===== src/rtl/fb_scanout_pkg.sv =====
// Shared game-wide screen geometry, RAM address width and scan FSM encoding.
// Pure declarations; no logic, latency or flow control.
package fb_scanout_pkg;
    localparam int SCREEN_W = 160;
    localparam int SCREEN_H = 120;
    localparam int ADDR_W   = 15;
    localparam int CBIT_DEF = 11;
    localparam int X_W      = 8;
    localparam int Y_W      = 7;

    typedef enum logic [1:0] {
        IDLE  = 2'd0,
        SCAN  = 2'd1,
        DRAIN = 2'd2,
        DONE  = 2'd3
    } state_t;

    typedef struct packed {
        logic [X_W-1:0] x;
        logic [Y_W-1:0] y;
    } pix_pos_t;
endpackage


===== src/rtl/fb_rd_delay.sv =====
// Delays {valid, x, y} so pixel coordinates line up with the RAM read data.
// Latency LAT cycles; no backpressure, flush kills every in-flight valid on the next edge.
module fb_rd_delay
    import fb_scanout_pkg::*;
#(
    parameter int LAT = 1
) (
    input  logic     core_clk,
    input  logic     arst_n,
    input  logic     flush,
    input  logic     in_vld,
    input  pix_pos_t in_dat,
    output logic     out_vld,
    output pix_pos_t out_dat
);
    logic [LAT-1:0] vld_q;
    pix_pos_t       dat_q [LAT];

    always_ff @(posedge core_clk or negedge arst_n) begin
        if (!arst_n) begin
            vld_q <= '0;
            for (int i = 0; i < LAT; i++) dat_q[i] <= '0;
        end else begin
            vld_q[0] <= in_vld && !flush;
            dat_q[0] <= in_dat;
            for (int i = 1; i < LAT; i++) begin
                vld_q[i] <= vld_q[i-1] && !flush;
                dat_q[i] <= dat_q[i-1];
            end
        end
    end

    assign out_vld = vld_q[LAT-1];
    assign out_dat = dat_q[LAT-1];
endmodule


===== src/rtl/fb_scanout.sv =====
// Scans the frame buffer in raster order and plots each pixel on the VGA port.
// Plot lags the issued address by RD_LAT+1 cycles; no backpressure, enable low aborts the frame.
module fb_scanout
    import fb_scanout_pkg::*;
#(
    parameter int CBIT      = CBIT_DEF,
    parameter int WIDTH     = SCREEN_W,
    parameter int HEIGHT    = SCREEN_H,
    parameter int BASE_ADDR = 0,
    parameter int RD_LAT    = 1
) (
    input  logic              clock,
    input  logic              resetn,
    input  logic              enable,
    input  logic              start,
    input  logic              key_en,
    input  logic [CBIT:0]     key_color,
    output logic [ADDR_W-1:0] addr,
    output logic              wren,
    input  logic [CBIT:0]     q,
    output logic [X_W-1:0]    VGA_X,
    output logic [Y_W-1:0]    VGA_Y,
    output logic [CBIT:0]     VGA_COLOR,
    output logic              VGA_PLOT,
    output logic              busy,
    output logic              done
);
    if (WIDTH < 1 || WIDTH > 256 || HEIGHT < 1 || HEIGHT > 128 || RD_LAT < 1 || RD_LAT > 3 ||
        BASE_ADDR < 0 || BASE_ADDR + WIDTH * HEIGHT - 1 > 32767) begin : g_bad_cfg
        $error("fb_scanout: geometry, base address or read latency out of range");
    end

    localparam logic [X_W-1:0]    X_LAST     = X_W'(WIDTH - 1);
    localparam logic [Y_W-1:0]    Y_LAST     = Y_W'(HEIGHT - 1);
    localparam logic [ADDR_W-1:0] ADDR_BASE  = ADDR_W'(BASE_ADDR);
    localparam logic [1:0]        DRAIN_LAST = 2'(RD_LAT);

    state_t            state, state_nxt;
    logic [X_W-1:0]    x_cnt;
    logic [Y_W-1:0]    y_cnt;
    logic [1:0]        drain_cnt;
    logic              last_pix;
    logic              abort;
    logic              dly_vld;
    pix_pos_t          dly_dat;
    pix_pos_t          cur_pos;

    assign last_pix = (x_cnt == X_LAST) && (y_cnt == Y_LAST);
    assign abort    = !enable && (state == SCAN || state == DRAIN);
    assign cur_pos  = '{x: x_cnt, y: y_cnt};

    always_comb begin
        state_nxt = state;
        case (state)
            IDLE:    if (start && enable) state_nxt = SCAN;
            SCAN:    if (!enable) state_nxt = IDLE;
                     else if (last_pix) state_nxt = DRAIN;
            DRAIN:   if (!enable) state_nxt = IDLE;
                     else if (drain_cnt == DRAIN_LAST) state_nxt = DONE;
            default: state_nxt = IDLE;
        endcase
    end

    always_ff @(posedge clock or negedge resetn) begin
        if (!resetn) state <= IDLE;
        else         state <= state_nxt;
    end

    // Address is a linear counter alongside x/y, so no row multiply is needed.
    always_ff @(posedge clock or negedge resetn) begin
        if (!resetn) begin
            addr      <= '0;
            x_cnt     <= '0;
            y_cnt     <= '0;
            drain_cnt <= '0;
        end else begin
            drain_cnt <= (state == DRAIN) ? drain_cnt + 2'd1 : 2'd0;
            case (state)
                IDLE: begin
                    if (start && enable) begin
                        addr  <= ADDR_BASE;
                        x_cnt <= '0;
                        y_cnt <= '0;
                    end
                end
                SCAN: begin
                    if (abort) begin
                        addr  <= '0;
                        x_cnt <= '0;
                        y_cnt <= '0;
                    end else if (!last_pix) begin
                        addr <= addr + ADDR_W'(1);
                        if (x_cnt == X_LAST) begin
                            x_cnt <= '0;
                            y_cnt <= y_cnt + Y_W'(1);
                        end else begin
                            x_cnt <= x_cnt + X_W'(1);
                        end
                    end
                end
                default: begin
                    if (state_nxt == IDLE) begin
                        addr  <= '0;
                        x_cnt <= '0;
                        y_cnt <= '0;
                    end
                end
            endcase
        end
    end

    fb_rd_delay #(.LAT(RD_LAT)) u_rd_delay (
        .core_clk (clock),
        .arst_n   (resetn),
        .flush    (abort),
        .in_vld   (state == SCAN),
        .in_dat   (cur_pos),
        .out_vld  (dly_vld),
        .out_dat  (dly_dat)
    );

    // Keyed pixels still refresh X/Y/COLOR; only the strobe is suppressed.
    always_ff @(posedge clock or negedge resetn) begin
        if (!resetn) begin
            VGA_X     <= '0;
            VGA_Y     <= '0;
            VGA_COLOR <= '0;
            VGA_PLOT  <= 1'b0;
        end else begin
            if (dly_vld && !abort) begin
                VGA_X     <= dly_dat.x;
                VGA_Y     <= dly_dat.y;
                VGA_COLOR <= q;
            end
            VGA_PLOT <= dly_vld && !abort && !(key_en && (q == key_color));
        end
    end

    assign wren = 1'b0;
    assign busy = (state == SCAN) || (state == DRAIN);
    assign done = (state == DONE);
endmodule

===== config.mk =====
export PLATFORM = sky130hd
export DESIGN_NAME = fb_scanout
export DESIGN_NICKNAME = d
export VERILOG_FILES = /design/src/rtl/fb_scanout_pkg.sv /design/src/rtl/fb_rd_delay.sv /design/src/rtl/fb_scanout.sv
export SDC_FILE = /design/constraint.sdc
export NUM_CORES = 1
export LEC_CHECK = 0
export CAP_MARGIN = 10
export CORE_MARGIN = 5
export CORE_UTILIZATION = 46
export DETAILED_ROUTE_END_ITERATION = 10
export PLACE_DENSITY_LB_ADDON = 0.3
export RECOVER_POWER = 25
export SETUP_SLACK_MARGIN = 0.3
export SLEW_MARGIN = 30
export SYNTH_ARGS = -nofsm -noshare
export SYNTH_HDL_FRONTEND = slang
export SYNTH_SLANG_ARGS = --single-unit

===== constraint.sdc =====
create_clock -name clock -period 2.3 [get_ports clock]
set_clock_uncertainty 0.1 [all_clocks]
set_input_delay 0.575 -clock clock [delete_from_list [all_inputs] [get_ports clock]]
set_output_delay 0.575 -clock clock [all_outputs]
set_load 0.02 [all_outputs]

==> results of run 1 <==
critical path: stages (launching register included):
cell,delay [ns]
dfrtp_1,0.40
or3b_4,0.41
or4_4,0.54
nor2_4,0.18
buf_4,0.13
buf_4,0.12
nor4_1,0.05
a21o_1,0.16
power by group:
part	switching (mW)	internal, mW	leakage [nW]	total, mW
clock network	0.484	0.605	0.109	1.09
registers	0.179	1.67	1.04	1.84
logic	1.37	1.23	1.62	2.60
metal layers:
metal  up-vias  global-route usage
met5         -                   0
li1       1450                   -
met3        17              0.0502
met2       127               0.301
met1      1516               0.243
met4         0              0.0830
through the flow:
| step | hold slack (ns) | utilization | cell area [um^2] | setup WS, ns |
|---|---|---|---|---|
| 3_3_place_gp | 0.322 | 0.612 | 4700 | -0.171 |
| 4_1_cts | 0.0632 | 0.674 | 5180 | 0.168 |
| 2_1_floorplan | 0.179 | - | 3640 | 0.270 |
| 3_5_place_dp | 0.331 | 0.612 | 4700 | -0.239 |
| 5_1_grt | 0.364 | 0.709 | 5450 | 0.0125 |
| 6_report | 0.351 | 0.709 | 5450 | 0.111 |
registers in the layout, indices dropped and copies added (netlist names):
register	count
VGA_COLOR	12
VGA_PLOT	1
VGA_X	8
VGA_Y	7
addr	15
drain_cnt	2
state	2
u_rd_delay.out_dat	15
u_rd_delay.out_vld	1
x_cnt	8
y_cnt	7
layout make-up:
class / instances / area [um^2]
repair buffers: 148 / 1370
clock buffers: 9 / 124
well taps: 102 / 128
multi-input cells: 219 / 1760
flip-flops and latches: 78 / 1950
clock inverters: 6 / 87.6
inverters: 7 / 26.3
fillers: 558 / 2240
logic make-up after synthesis:
kind of cell | after synthesis | share of synthesized area
compound gates | 62 | 0.120
fa+ha+maj | 8 | 0.0278
mux | 27 | 0.0845
simple gates | 108 | 0.164
xor+xnor | 12 | 0.0292
other cells | 1 | 0.00104
buf+inv | 21 | 0.0306
flops | 78 | 0.543
synthesized netlist by cell type, types with 2 or more instances:
cell type and count:
inv_1 7, and3_1 7, dfrtp_1 78, nand2b_1 3
xnor2_1 5, o31ai_1 9, a41oi_1 7, nor4_1 6
a221o_1 2, o22a_1 2, nor2_1 19, o21ai_0 17
clkbuf_1 5, xor2_1 7, ha_1 8, or2_2 3
buf_6 2, nor4_4 2, nand2_1 28, o211ai_1 3
nor3_1 5, nand3_1 20, a21oi_1 5, buf_4 3
nand4_1 3, a31oi_1 7, mux2_2 27, nor2b_1 2
a211o_1 4, buf_2 4
layout by cell type (no fill, tap or decap), drive strengths merged, types with 17 or more instances in the layout:
cell type / instances
o21ai: 17
nor2: 20
nand3: 20
nand2: 28
buf: 68
dlygate4sd2: 21
dlymetal6s2s: 19
clkdlybuf4s50: 30
clkbuf: 19
dfrtp: 78
mux2: 27
worst max path at each step:
stage / startpoint / end / slack, ns / cells past startpoint
floorplan: state[0] / addr[14] / 0.27 / 8
global placement: enable / x_cnt[7] / -0.17 / 6
detailed placement: enable / x_cnt[3] / -0.24 / 6
CTS: state[1] / busy / 0.17 / 3
global route: drain_cnt[0] / addr[1] / 0.01 / 7
finish: x_cnt[6] / x_cnt[0] / 0.11 / 7
what timing repair did:
action                     4_1_cts  5_1_grt
pin swaps                       19       19
setup endpoints to repair       49       53
gates cloned                     1        0
gates resized for setup         59       54
setup buffers                   21       14
==> summary.md, run 1 <==
| Metric | Value |
|---|---|
| Status | `finished with violations` |
| Failing checks | `max-capacitance violations, max-slew violations` |
| Routability cong. | `0.835` |
| Antenna violations before repair | `0` |
| Reg-to-Reg End | `x_cnt[0]` |
| Maximum vdd drop | `733 uV` |
| Core outline area | `7690 um^2` |
| Share of cells above drive strength 1 | `0.340` |
| Wire per inst | `between 15 and 20 um` |
| DIE HEIGHT | `98.4 um` |
| Dpl hpwl | `a little under 6000 um` |
| Root buffer cell | `clkbuf_8` |
| Post-synth net total | `354` |
| LEAKAGE | `2.77 nW` |
| Unrepaired setup endpoints after global routing | `yes` |
| Met1 WL | `4150 um` |
| GRT Total Usage | `0.189` |
| Reg2reg setup slack | `about 0.11 ns` |
| Final setup viols | `0` |
| CP endpoint kind | `flip-flop` |
| Number of nets with antenna violations after routing | `0` |
| Hold_sp | `drain_cnt[0]` |
| Longest Clk Path Bufs | `2` |
| Routed WL | `9740 um` |
| Critical path type | `flip-flop to flip-flop` |
| Synthesized cell area | `3600 um^2` |
| Slew Viols, Final | `32` |
| TritonCTS clock tree | `done` |
| PortBufs | `73` |
| Yosys warnings | `0` |
| First-pass GRT wire length | `between 10000 and 15000 um` |
| Fraction of the yosys area taken by sequential cells | `0.543` |
| Async S/R FF share, synth | `1.00` |
| Vias | `3110` |
| Pwr per Cell Area | `between 1000 and 1500 nW/um^2` |
| Rows | `32` |
| Pwr Total | `5.54 mW` |
| Min-Delay Path Class | `flip-flop to flip-flop` |
| Worst-path maximum fanout | `4` |
| Largest net degree at the start of global routing | `48` |
| Antenna fix cells | `0` |
| Hold endpoint | `drain_cnt[0]` |
| Num CTS Buffers | `9` |
| Ys flop type | `dfrtp_1` |
| Vias in the first global route | `3042` |
| Req. time, crit path | `2.44 ns` |
| Reg2Reg Depth | `7` |
| Clock transition at path regs | `0.08 ns` |
| Synth area leaders | `dfrtp_1 54%, mux2_2 8.5%, nand2_1 2.9%` |
| Min Tclk post-route | `2.19 ns` |
| Die extent in x | `about 98 um` |
| Yosys cell types | `47` |
| Area growth from synthesis to layout | `51.5%` |
| CTS sink count | `78` |
| Initial Util | `0.468` |
| Worst path arrival time | `2.33 ns` |
| Cells after Synth | `approximately 320` |
| DRT iter0 DRCs | `166` |
| Top sig layer | `met4` |
| Final setup TNS | `0 ns` |
| Fmax | `457 MHz` |
| GRT Residual Overflow | `0` |
| Area share of the largest cell type after synthesis | `0.543` |
| NumNets Final | `500` |
| Met3 wire len | `595 um` |
| Layout Cells excl Fill | `569` |
| Startpoint types | `flip-flop` |
| 1st-pass router iterations | `5` |
| DRC | `0` |
| Hold Fails Final Rpt | `0` |
| Vias/cell | `5.47` |
| Syn_area_per_cell | `11.3 um^2` |
| Crit share post-route | `0.952` |
| Clk_lat worst skew | `0.35 ns` |
| Worst r2r src | `x_cnt[6]` |
| Die area | `9690 um^2` |
| Hold-critical path depth | `1` |
| Largest area contributor in the netlist | `dfrtp_1` |
| Placed cell count | `a little over 500` |
| EDFF count, synth | `0` |
| Max-cap violation count | `1` |
| Slew @ Worst Pin | `1.77 ns` |
| FF+latch count, synth | `between 70 and 80` |
| I/O pins | `between 70 and 80` |
| CTS Hold Bufs | `0` |
| DR WL met2 | `4810 um` |
| H-tree level count | `3` |
| Max-slew headroom | `-0.182` |
Note: power is estimated with default switching activity, not from simulation.
==> inputs of run 2 (changes only) <==
--- a/config.mk
+++ b/config.mk
@@ -9,6 +9,7 @@
 export CORE_MARGIN = 5
 export CORE_UTILIZATION = 46
 export DETAILED_ROUTE_END_ITERATION = 10
+export GPL_TIMING_DRIVEN = 0
 export PLACE_DENSITY_LB_ADDON = 0.3
 export RECOVER_POWER = 25
 export SETUP_SLACK_MARGIN = 0.3
==> run 2 against run 1 <==
The run ends with negative setup slack left; combinational power up 22%; via count up 10%; clock power up 19%; total power up 15%; critical endpoint is now addr[3].
==> summary.md, run 2 (synthesized netlist as in run 1, its figures left out) <==
| Metric | Value |
|---|---|
| Min-Delay Path Class | `input pin to asynchronous set/reset pin (was flip-flop to flip-flop)` |
| 1st-pass router iterations | `5 (unchanged)` |
| Reg-to-Reg End | `addr[3] (was x_cnt[0])` |
| Status | `finished with violations (unchanged)` |
| Largest net degree at the start of global routing | `45 (was 48)` |
| Core outline area | `7690 um^2 (unchanged)` |
| Reg2Reg Depth | `8 (was 7)` |
| Num CTS Buffers | `9 (unchanged)` |
| Slew @ Worst Pin | `0.932 ns (was 1.77 ns)` |
| I/O pins | `75 (unchanged)` |
| Max-slew headroom | `0.379 (was -0.182)` |
| Worst path arrival time | `2.55 ns (was 2.33 ns)` |
| Reg2reg setup slack | `-0.1 ns (was 0.11 ns)` |
| Vias | `3426 (was 3110)` |
| PortBufs | `72 (was 73)` |
| H-tree level count | `3 (unchanged)` |
| DIE HEIGHT | `98.4 um (unchanged)` |
| Leading cell type in the layout, fill and taps excluded | `dfrtp_1 (unchanged)` |
| Dpl cell area | `4500 um^2 (was 4700 um^2)` |
| Startpoint types | `flip-flop (unchanged)` |
| Max-cap violation count | `0 (was 1)` |
| Rows | `32 (unchanged)` |
| Fillcell total | `463 (was 558)` |
| Worst r2r src | `y_cnt[0] (was x_cnt[6])` |
| Dpl ws | `-0.178 ns (was -0.239 ns)` |
| Most frequent cells in the layout | `76 x dfrtp_1, 39 x buf_4, 30 x clkdlybuf4s50_1 (was 78 x dfrtp_1, 51 x buf_4, 30 x clkdlybuf4s50_1)` |
| Finished Cell Area | `5810 um^2 (was 5450 um^2)` |
| Share of cells above drive strength 1 | `0.391 (was 0.340)` |
| Vias/cell | `6.04 (was 5.47)` |
| Final setup viols | `1 (was 0)` |
| Maximum vdd drop | `818 uV (was 733 uV)` |
| LEAKAGE | `2.91 nW (was 2.77 nW)` |
| Initial Util | `0.468 (unchanged)` |
| DRC | `0 (unchanged)` |
| Req. time, crit path | `2.45 ns (was 2.44 ns)` |
| Antenna fix cells | `0 (unchanged)` |
| DRT iter0 DRCs | `354 (was 166)` |
| CTS Hold Bufs | `0 (unchanged)` |
| Wire per inst | `21.5 um (was 17.1 um)` |
| CTS sink count | `78 (unchanged)` |
| Critical path type | `flip-flop to flip-flop (unchanged)` |
| Top sig layer | `met4 (unchanged)` |
| Die area | `9690 um^2 (unchanged)` |
| DR WL met2 | `5940 um (was 4810 um)` |
| Crit share post-route | `1.04 (was 0.952)` |
| Longest Clk Path Bufs | `2 (unchanged)` |
| GRT Total Usage | `0.215 (was 0.189)` |
| Die extent in x | `98.4 um (unchanged)` |
| Antenna violations before repair | `0 (unchanged)` |
| Vias in the first global route | `3337 (was 3042)` |
| Crit path from | `y_cnt[0] (was x_cnt[6])` |
| Routed WL | `12200 um (was 9740 um)` |
| Number of nets with antenna violations after routing | `0 (unchanged)` |
| Final worst setup slack | `-0.0980 ns (was 0.111 ns)` |
| Failing checks | `negative setup slack (was max-capacitance violations, max-slew violations)` |
| Dpl hpwl | `5710 um (was 5890 um)` |
| Clk_lat worst skew | `0.37 ns (was 0.35 ns)` |
| Pwr per Cell Area | `1090 nW/um^2 (was 1020 nW/um^2)` |
| GRT Residual Overflow | `0 (unchanged)` |
| Clock transition at path regs | `0.10 ns (was 0.08 ns)` |
| CP Capture Point | `addr[3] (was x_cnt[0])` |
| Unrepaired setup endpoints after global routing | `yes (unchanged)` |
| Area growth from synthesis to layout | `61.4% (was 51.5%)` |
| Slew Viols, Final | `0 (was 32)` |
| Met1 WL | `4440 um (was 4150 um)` |
| Hold Fails Final Rpt | `0 (unchanged)` |
| NumNets Final | `497 (was 500)` |
| First-pass GRT wire length | `16500 um (was 14800 um)` |
| Pwr Total | `6.35 mW (was 5.54 mW)` |
| Min Tclk post-route | `2.40 ns (was 2.19 ns)` |
| Routability cong. | `0.835 (about the same)` |
| CP endpoint kind | `flip-flop (unchanged)` |
| Root buffer cell | `clkbuf_8 (unchanged)` |
| TritonCTS clock tree | `done (unchanged)` |
| Worst-path maximum fanout | `7 (was 4)` |
| Met3 wire len | `884 um (was 595 um)` |
| Fmax | `417 MHz (was 457 MHz)` |
-- run 2: changes by cell type in the layout (fill, tap and decap cells not counted), sizes merged --
| cell | change |
|---|---|
| bufinv | +1 |
| or2 | -1 |
| clkinvlp | +1 |
| clkbuf | +5 |
| clkinv | -3 |
| dlymetal6s2s | -1 |
| buf | -4 |
-- run 2: timing repair --
action,4_1_cts,5_1_grt
gates cloned,4,0
endpoints found under the setup margin,75,66
pin swaps,20,29
gates resized for setup,83,90
buffers inserted,37,18
-- run 2: per-layer routing --
metal / vias up / track usage
met5: - / 0
met4: 0 / 0.136
met3: 84 / 0.0474
met2: 209 / 0.365
met1: 1681 / 0.245
li1: 1452 / -
-- run 2: final cells by class --
type	instances	area [um^2]	share of cell area
inverters	7	31.3	0.00539
plain buffers	14	165	0.0284
flip-flops and latches	78	1950	0.337
repair buffers	132	1340	0.230
clock buffers	11	141	0.0243
multi-input cells	218	1940	0.335
well taps	102	128	0.0220
clock inverters	5	106	0.0183
-- run 2: worst min-delay path by stage --
stage               cells past startpoint                     end  slack, ns          from
finish                                  1                y_cnt[0]       0.23        resetn
global route                            1                y_cnt[0]       0.33        resetn
CTS                                     1                 addr[9]       0.08        resetn
detailed placement                      0  u_rd_delay.out_dat[11]       0.33      x_cnt[4]
global placement                        1            drain_cnt[0]       0.32  drain_cnt[0]
floorplan                               0            VGA_COLOR[0]       0.18        resetn
-- run 2: critical path: stages (launching register included) --
cell and delay [ns]:
dfrtp_1 0.41, ha_2 0.22, nand4b_1 0.19, or4_4 0.60, nor2_4 0.12, buf_6 0.14
buf_4 0.12, nor2_4 0.06, a31oi_1 0.32
-- run 2: through the flow --
step	TNS, ns	utilization	cells	hold slack [ns]
floorplan	0	-	317	0.179
global placement	-164.97	0.583	491	0.322
detailed placement	-1.41	0.586	492	0.330
CTS	0	0.696	549	0.0762
global route	-0.153	0.755	567	0.326
finish	-0.0980	0.755	567	0.230
-- run 2: report_power, final --
| part | switching, mW | internal [mW] | total [mW] |
|---|---|---|---|
| logic | 1.64 | 1.53 | 3.16 |
| registers | 0.218 | 1.67 | 1.88 |
| clock network | 0.544 | 0.754 | 1.30 |
| total | 2.40 | 3.95 | 6.35 |
